$ cat src/rtl/mem_port_arbiter.sv
// Two-port arbiter in front of a single-ported data RAM.
// The memory stage (D) normally wins. Fetch (F) is forced through after
// STARVE_LIMIT consecutive losses. Read data returns one cycle after the grant.
//
// state  | meaning
// -------+------------------------------------------------------------
// IDLE   | no response due this cycle
// RESP_F | fetch was granted last cycle; drive fetch response
// RESP_D | memory stage was granted last cycle; drive D response/ack
module mem_port_arbiter #(
    parameter int unsigned ADDR_W       = 8,
    parameter int unsigned DATA_W       = 64,
    parameter int unsigned STARVE_LIMIT = 4
) (
    input  logic              clk,
    input  logic              rst_n,
    input  logic              f_req,
    input  logic [63:0]       f_addr,
    output logic              f_gnt,
    output logic              f_rvalid,
    output logic [DATA_W-1:0] f_rdata,
    output logic              f_err,
    input  logic              d_req,
    input  logic              d_we,
    input  logic [63:0]       d_addr,
    input  logic [DATA_W-1:0] d_wdata,
    output logic              d_gnt,
    output logic              d_rvalid,
    output logic [DATA_W-1:0] d_rdata,
    output logic              d_err,
    output logic              ram_en,
    output logic              ram_we,
    output logic [ADDR_W-1:0] ram_addr,
    output logic [DATA_W-1:0] ram_wdata,
    input  logic [DATA_W-1:0] ram_rdata,
    output logic [3:0]        starve_cnt
);

    typedef enum logic [1:0] {
        IDLE   = 2'd0,
        RESP_F = 2'd1,
        RESP_D = 2'd2
    } state_e;

    localparam logic [3:0] LIMIT = 4'(STARVE_LIMIT);

    state_e     state_q, state_d;
    logic       err_q, err_d;
    logic       we_q, we_d;
    logic [3:0] starve_q, starve_d;

    logic f_in_range;
    logic d_in_range;
    logic f_force;

    assign f_in_range = (f_addr >> ADDR_W) == 64'd0;
    assign d_in_range = (d_addr >> ADDR_W) == 64'd0;
    assign f_force    = f_req && (starve_q == LIMIT);

    // Grant selection: D wins unless fetch has hit the starvation limit; nothing while in reset.
    always_comb begin
        d_gnt = 1'b0;
        f_gnt = 1'b0;
        if (rst_n) begin
            d_gnt = d_req && !f_force;
            f_gnt = f_req && !d_gnt;
        end
    end

    // RAM drive from the winning port; out-of-range accesses never reach the macro.
    always_comb begin
        ram_en    = (f_gnt && f_in_range) || (d_gnt && d_in_range);
        ram_we    = d_gnt && d_we && d_in_range;
        ram_addr  = d_gnt ? d_addr[ADDR_W-1:0] : f_addr[ADDR_W-1:0];
        ram_wdata = d_wdata;
    end

    // Starvation counter next value: count fetch losses, saturate at the limit.
    always_comb begin
        starve_d = 4'd0;
        if (f_req && !f_gnt) begin
            starve_d = (starve_q < LIMIT) ? starve_q + 4'd1 : starve_q;
        end
    end

    // Response FSM next state, remembering range error and write flag of the granted access.
    always_comb begin
        state_d = IDLE;
        err_d   = 1'b0;
        we_d    = 1'b0;
        if (f_gnt) begin
            state_d = RESP_F;
            err_d   = !f_in_range;
        end else if (d_gnt) begin
            state_d = RESP_D;
            err_d   = !d_in_range;
            we_d    = d_we;
        end
    end

    // State registers; reset drops any response in flight.
    always_ff @(posedge clk or negedge rst_n) begin
        if (!rst_n) begin
            state_q  <= IDLE;
            err_q    <= 1'b0;
            we_q     <= 1'b0;
            starve_q <= 4'd0;
        end else begin
            state_q  <= state_d;
            err_q    <= err_d;
            we_q     <= we_d;
            starve_q <= starve_d;
        end
    end

    // Response outputs; the non-responding port holds zeros.
    always_comb begin
        f_rvalid = (state_q == RESP_F);
        f_err    = f_rvalid && err_q;
        f_rdata  = (f_rvalid && !err_q) ? ram_rdata : '0;
        d_rvalid = (state_q == RESP_D);
        d_err    = d_rvalid && err_q;
        d_rdata  = (d_rvalid && !err_q && !we_q) ? ram_rdata : '0;
    end

    assign starve_cnt = starve_q;

endmodule

$ cat config.mk
export PLATFORM = sky130hd
export DESIGN_NAME = mem_port_arbiter
export DESIGN_NICKNAME = d
export VERILOG_FILES = /design/src/rtl/mem_port_arbiter.sv
export SDC_FILE = /design/constraint.sdc
export NUM_CORES = 1
export LEC_CHECK = 0
export ABC_CLOCK_PERIOD_IN_PS = 2200
export BUFFER_PORTS_ARGS = -buffer_cell sky130_fd_sc_hd__buf_4
export CORE_AREA = 4 4 181 183
export DETAILED_ROUTE_END_ITERATION = 7
export DIE_AREA = 0 0 185 187
export GPL_TIMING_DRIVEN = 0
export PLACE_DENSITY = 0.37
export SLEW_MARGIN = 10
export SYNTH_ARGS = -nofsm -noshare
export SYNTH_HDL_FRONTEND = slang
export SYNTH_SLANG_ARGS = --single-unit
$ cat constraint.sdc
create_clock -name clk -period 2.2 [get_ports clk]
set_clock_uncertainty 0.15 [all_clocks]
set_input_delay 0.22 -clock clk [delete_from_list [all_inputs] [get_ports clk]]
set_output_delay 0.22 -clock clk [all_outputs]
set_load 0.02 [all_outputs]
# After elaboration in Yosys (flattened, before gate mapping)
# Index checks and enable logic that the tools add are counted.
# Widths: inputs -> output; s select.
[word_totals]
inputBits = 261
output_inout_bits = 212
wordCells = 46
reg_bits = 8
[classes]
n_mux = 13
magnitude_cmp = 1
n_addsub = 1
n_eq_ne = 4
reduce_logical = 23
[op_table]
columns = ["cell", "n"]
rows = [
  ["$logic_not 64->1", 2],
  ["$mux 64", 2],
  ["$logic_and 1x1->1", 13],
  ["$mux 4", 2],
  ["$mux 8", 1],
  ["$logic_not 1->1", 7],
  ["$mux 1", 6],
  ["$add 4x1->4 const B", 1],
  ["$eq 4x3->1 const B", 1],
  ["$lt 4x3->1 const B", 1],
  ["$mux 2", 2],
  ["$eq 2x1->1 const B", 1],
  ["$eq 2x2->1 const B", 1],
  ["$ne 2x1->1 const B", 1],
  ["$logic_or 1x1->1", 1],
]

# Depth between registers and ports, before layout
[logic_depth]
ltp_word = 10
depth_mapped = 7
ltp_nobuf = 6

# Worst setup path before layout
# Ideal clock, no wire load.
[synth_path]
path_kind = "reg-to-output"
from = "register starve_q[0] (netlist: starve_cnt[0])"
to = "output ram_addr[0]"
n_path_buf = 1
required_time_ns = 1.830
setup_slack_ns = 0.106
t_arrival_ns = 1.724
stages_incl_launch_ff = 7
path_cell_list = "dfrtp_1 -> inv_1 -> ha_1 -> and3b_1 -> a21oi_2 -> buf_4 -> mux2_1"
[synth_between]
elab_chain_cells = 6
[synth_rtl]
columns = ["item", "line_no", "rtl"]
rows = [
  ["start: declaration", "50", "logic [3:0] starve_q, starve_d;"],
  ["start signal: assignment", "112", "starve_q <= starve_d;"],
  ["$eq 4x3->1", "58", "assign f_force = f_req && (starve_q == LIMIT);"],
  ["$logic_and 1x1->1", "58", ""],
  ["$logic_not 1->1", "65", "d_gnt = d_req && !f_force;"],
  ["$logic_and 1x1->1", "65", ""],
  ["$mux 1", "64", "if (rst_n) begin"],
  ["via d_gnt", "27", "output logic d_gnt,"],
  ["$mux 8", "74", "ram_addr = d_gnt ? d_addr[ADDR_W-1:0] : f_addr[ADDR_W-1:0];"],
  ["end: declaration", "33", "output logic [ADDR_W-1:0] ram_addr,"],
]
# The timed path passes the listed nets, and every way through them passes these cells.

# Worst setup path in the final report
[layout_path]
from = "register starve_q[1] (netlist: starve_cnt[1])"
to = "output ram_addr[1]"
[layout_between]
elab_chain_cells = 6
[layout_rtl]
columns = ["item", "line_no"]
rows = [
  ["$eq 4x3->1", "58"],
  ["$logic_and 1x1->1", "58"],
  ["$logic_not 1->1", "65"],
  ["$logic_and 1x1->1", "65"],
  ["$mux 1", "64"],
  ["$mux 8", "74"],
]
# Every way passes these cells.

==> results.py <==
metrics = {
    "outcome": {
        "outcome": "complete, no violations",
    },
    "synthesis": {
        "ys_ff_latch": 8,
        "yosysMostFrequentCell": "and2_1",
        "yosys-top-cells-count": "132 x and2_1, 65 x buf_4, 28 x nor4_1",
        "netlist_area_sq_mm": 0.00214,
        "synth_cells": 293,
        "synthFlopType": "dfrtp_1",
        "ys_types": 29,
        "synth_area_per_cell_sq_um": 7.32,
        "synth_edf_count": 0,
        "ys_async_sr_fraction": 1.00,
        "synthTopCellsByArea": "and2_1 39%, buf_4 23%, dfrtp_1 9.3%",
        "synth_top_area_share": 0.385,
        "yosysSeqAreaShare": 0.0934,
        "yosys.area.top_type": "and2_1",
        "synth_warnings": 0,
        "syn_nets": 556,
    },
    "worst_setup_path": {
        "reg2reg_depth": 11,
        "timing.rr.end": "starve_cnt[0]",
        "timing.rr.start": "starve_cnt[1]",
        "rrSetupSlack_ps": 170,
        "crit_type": "register to output pin",
        "crit_path_start": "starve_cnt[1]",
        "cp_max_fo": 5,
        "critical_path_required_ps": 1830,
        "crit_arrival_ps": 1810,
        "critPathLaunchType": "register",
        "crit_path_end_kind": "output pin",
    },
    "grt": {
        "grt_use_total": 0.0791,
        "grt_pass1_vias": 3653,
        "antenna_found_initial": 0,
        "grt_pass1_wl_microns": 21200,
        "grt_max_degree": 11,
        "overflow": 0,
    },
    "placed_design": {
        "pre_cts_ws_ps": -349,
        "hpwl_microns": 14400,
        "io_buffers": 408,
        "finalWeightedCongestion": 0.736,
    },
    "sta": {
        "fin_ws_ps": 17.9,
        "relSlewSlack": 0.632,
        "timing.final.max_slew_violations": 0,
        "rsz0062_at_grt": "true",
        "post-route-min-period_ps": 2180,
        "tns_ps": 0,
        "final_hold_viol_count": 0,
        "min_period_over_period": 0.992,
        "worstMarginPinSlew_ps": 546,
        "fmax_ghz": 0.458,
        "setup_viol": 0,
    },
    "hold_path": {
        "hold_path_end": "state_q[1]",
        "whs_path_depth": 2,
        "hp-start": "f_req",
        "hold_class": "input pin to register",
    },
    "clocking": {
        "cts.path.max_buffers": 2,
        "cts_tree": "yes",
        "clkSlewWorstSetupHoldPaths_ps": 40,
        "cts-root-buf": "clkbuf_16",
        "cts_buffers": 3,
        "htreeDepth": 1,
        "clock_latency_ps": 230,
        "clock-sinks": 8,
    },
    "floorplanning": {
        "start_util": 0.0686,
        "num_rows": 65,
        "die_x_microns": 185,
        "fp.dieH_microns": 187,
        "io_pins": 473,
        "die_area_sq_mm": 0.0346,
        "core-area_sq_mm": 0.0312,
    },
    "power_and_ir_drop": {
        "comb_power_share": 0.685,
        "pwr-share-seq": 0.112,
        "p_int_uw": 981,
        "power_leakage_uw": 0.00322,
        "netSwitchingFraction": 0.348,
        "clockPowerShare": 0.203,
        "power.switching_uw": 524,
        "power_density_mw_per_mm2": 250,
        "vdd_drop_max_v": 0.000186,
    },
    "finish": {
        "seqCellArea_sq_um": 200,
        "syn2layout_area_growth_pct": 181,
        "n_antenna_cell": 0,
        "nets": 982,
        "nFillCells": 3515,
        "drive_gt1_frac": 0.729,
        "multi_input_area_sq_mm": 0.00140,
    },
    "run": {
        "maxCapViolations": 0,
    },
    "routing": {
        "via_count": 3509,
        "wl_microns": 15800,
        "drc_errors": 0,
        "ant_nets": 0,
        "drt_first_iter_violations": 35,
        "wl_per_cell_microns": 14.1,
        "dr.pass1.iters": 4,
        "vias_per_cell": 3.14,
    },
}
cell families (layout without fill, tap and decap cells):
group,after synthesis,count (layout),synth area share
compound gates,8,8,0.0239
mux,8,8,0.0420
xor+xnor,1,1,0.00409
fa+ha+maj,2,2,0.0117
simple gates,182,182,0.539
flops,8,8,0.0934
buf+inv,84,508,0.286
sequential cells by signal, indices dropped and copies added (netlist names):
name        count
we_q            1
err_q           1
starve_cnt      4
state_q         2
cell usage in the layout (no fill, tap or decap), types with 3 or more instances in the layout:
cell,n
mux2_4,7
and2_1,132
a21oi_1,3
nor2_1,4
inv_1,5
nor4_1,25
dfrtp_1,8
clkbuf_16,3
nor4_2,4
nand2_1,4
buf_4,478
nand4_1,6
buf_6,16
power by group through the flow:
stage | combinational, uW | clock (uW) | sequential (uW)
after global routing | 1100 | 319 | 170
after CTS | 1040 | 311 | 169
final | 1030 | 305 | 169
after detailed placement | 986 | 0 | 174
after floorplan | 407 | 0 | 176
after global placement | 990 | 0 | 174
repair_timing:
action	in CTS	in global routing
pin swaps	2	1
cloned	1	0
setup buffers	11	0
endpoints found under the setup margin	132	68
resized for setup	24	15
hold endpoints to repair	8	0
hold buffers	1	0
worst max path at each step:
stage / endpoint / slack [ps] / depth (start not counted)
after floorplan: ram_addr[0] / 110 / 6
after global placement: ram_en / -330 / 6
after detailed placement: ram_en / -350 / 6
after CTS: ram_addr[1] / 5 / 7
after global routing: ram_addr[3] / -40 / 7
final: ram_addr[1] / 20 / 7
routing by layer:
| layer | global-route usage | vias up | part of all wire |
|---|---|---|---|
| li1 | - | 1743 | - |
| met1 | 0.0853 | 1543 | 0.35 |
| met2 | 0.162 | 219 | 0.55 |
| met3 | 0.0132 | 4 | 0.090 |
| met4 | 0.00847 | 0 | 0.0027 |
| met5 | 0 | - | 0 |
metrics by stage:
| stage | power [uW] | utilization | hold WS [ps] | std cells | cell area, sq um |
|---|---|---|---|---|---|
| floorplan | 583 | - | -226 | 293 | 2140 |
| global placement | 1160 | 0.183 | -92.6 | 1103 | 5710 |
| detailed placement | 1160 | 0.183 | -91.9 | 1103 | 5710 |
| CTS | 1520 | 0.192 | 66.1 | 1119 | 5990 |
| global route | 1590 | 0.193 | 72.8 | 1119 | 6020 |
| finish | 1500 | 0.193 | 72.2 | 1119 | 6020 |
critical path: stages, from the launching register on:
cell	delay, ps
dfrtp_1	360
inv_1	50
ha_2	150
and3b_2	220
a21oi_4	180
buf_6	170
mux2_4	310
buf_6	130
area by class of cell:
type,instances,share of cell area
timing repair buffer,421,0.533
multi-input combinational,201,0.233
buffer,78,0.102
tap,402,0.0836
clock buffer,3,0.0125
sequential,8,0.0333
inverter,6,0.00374
Note: power is estimated with default switching activity, not from simulation.
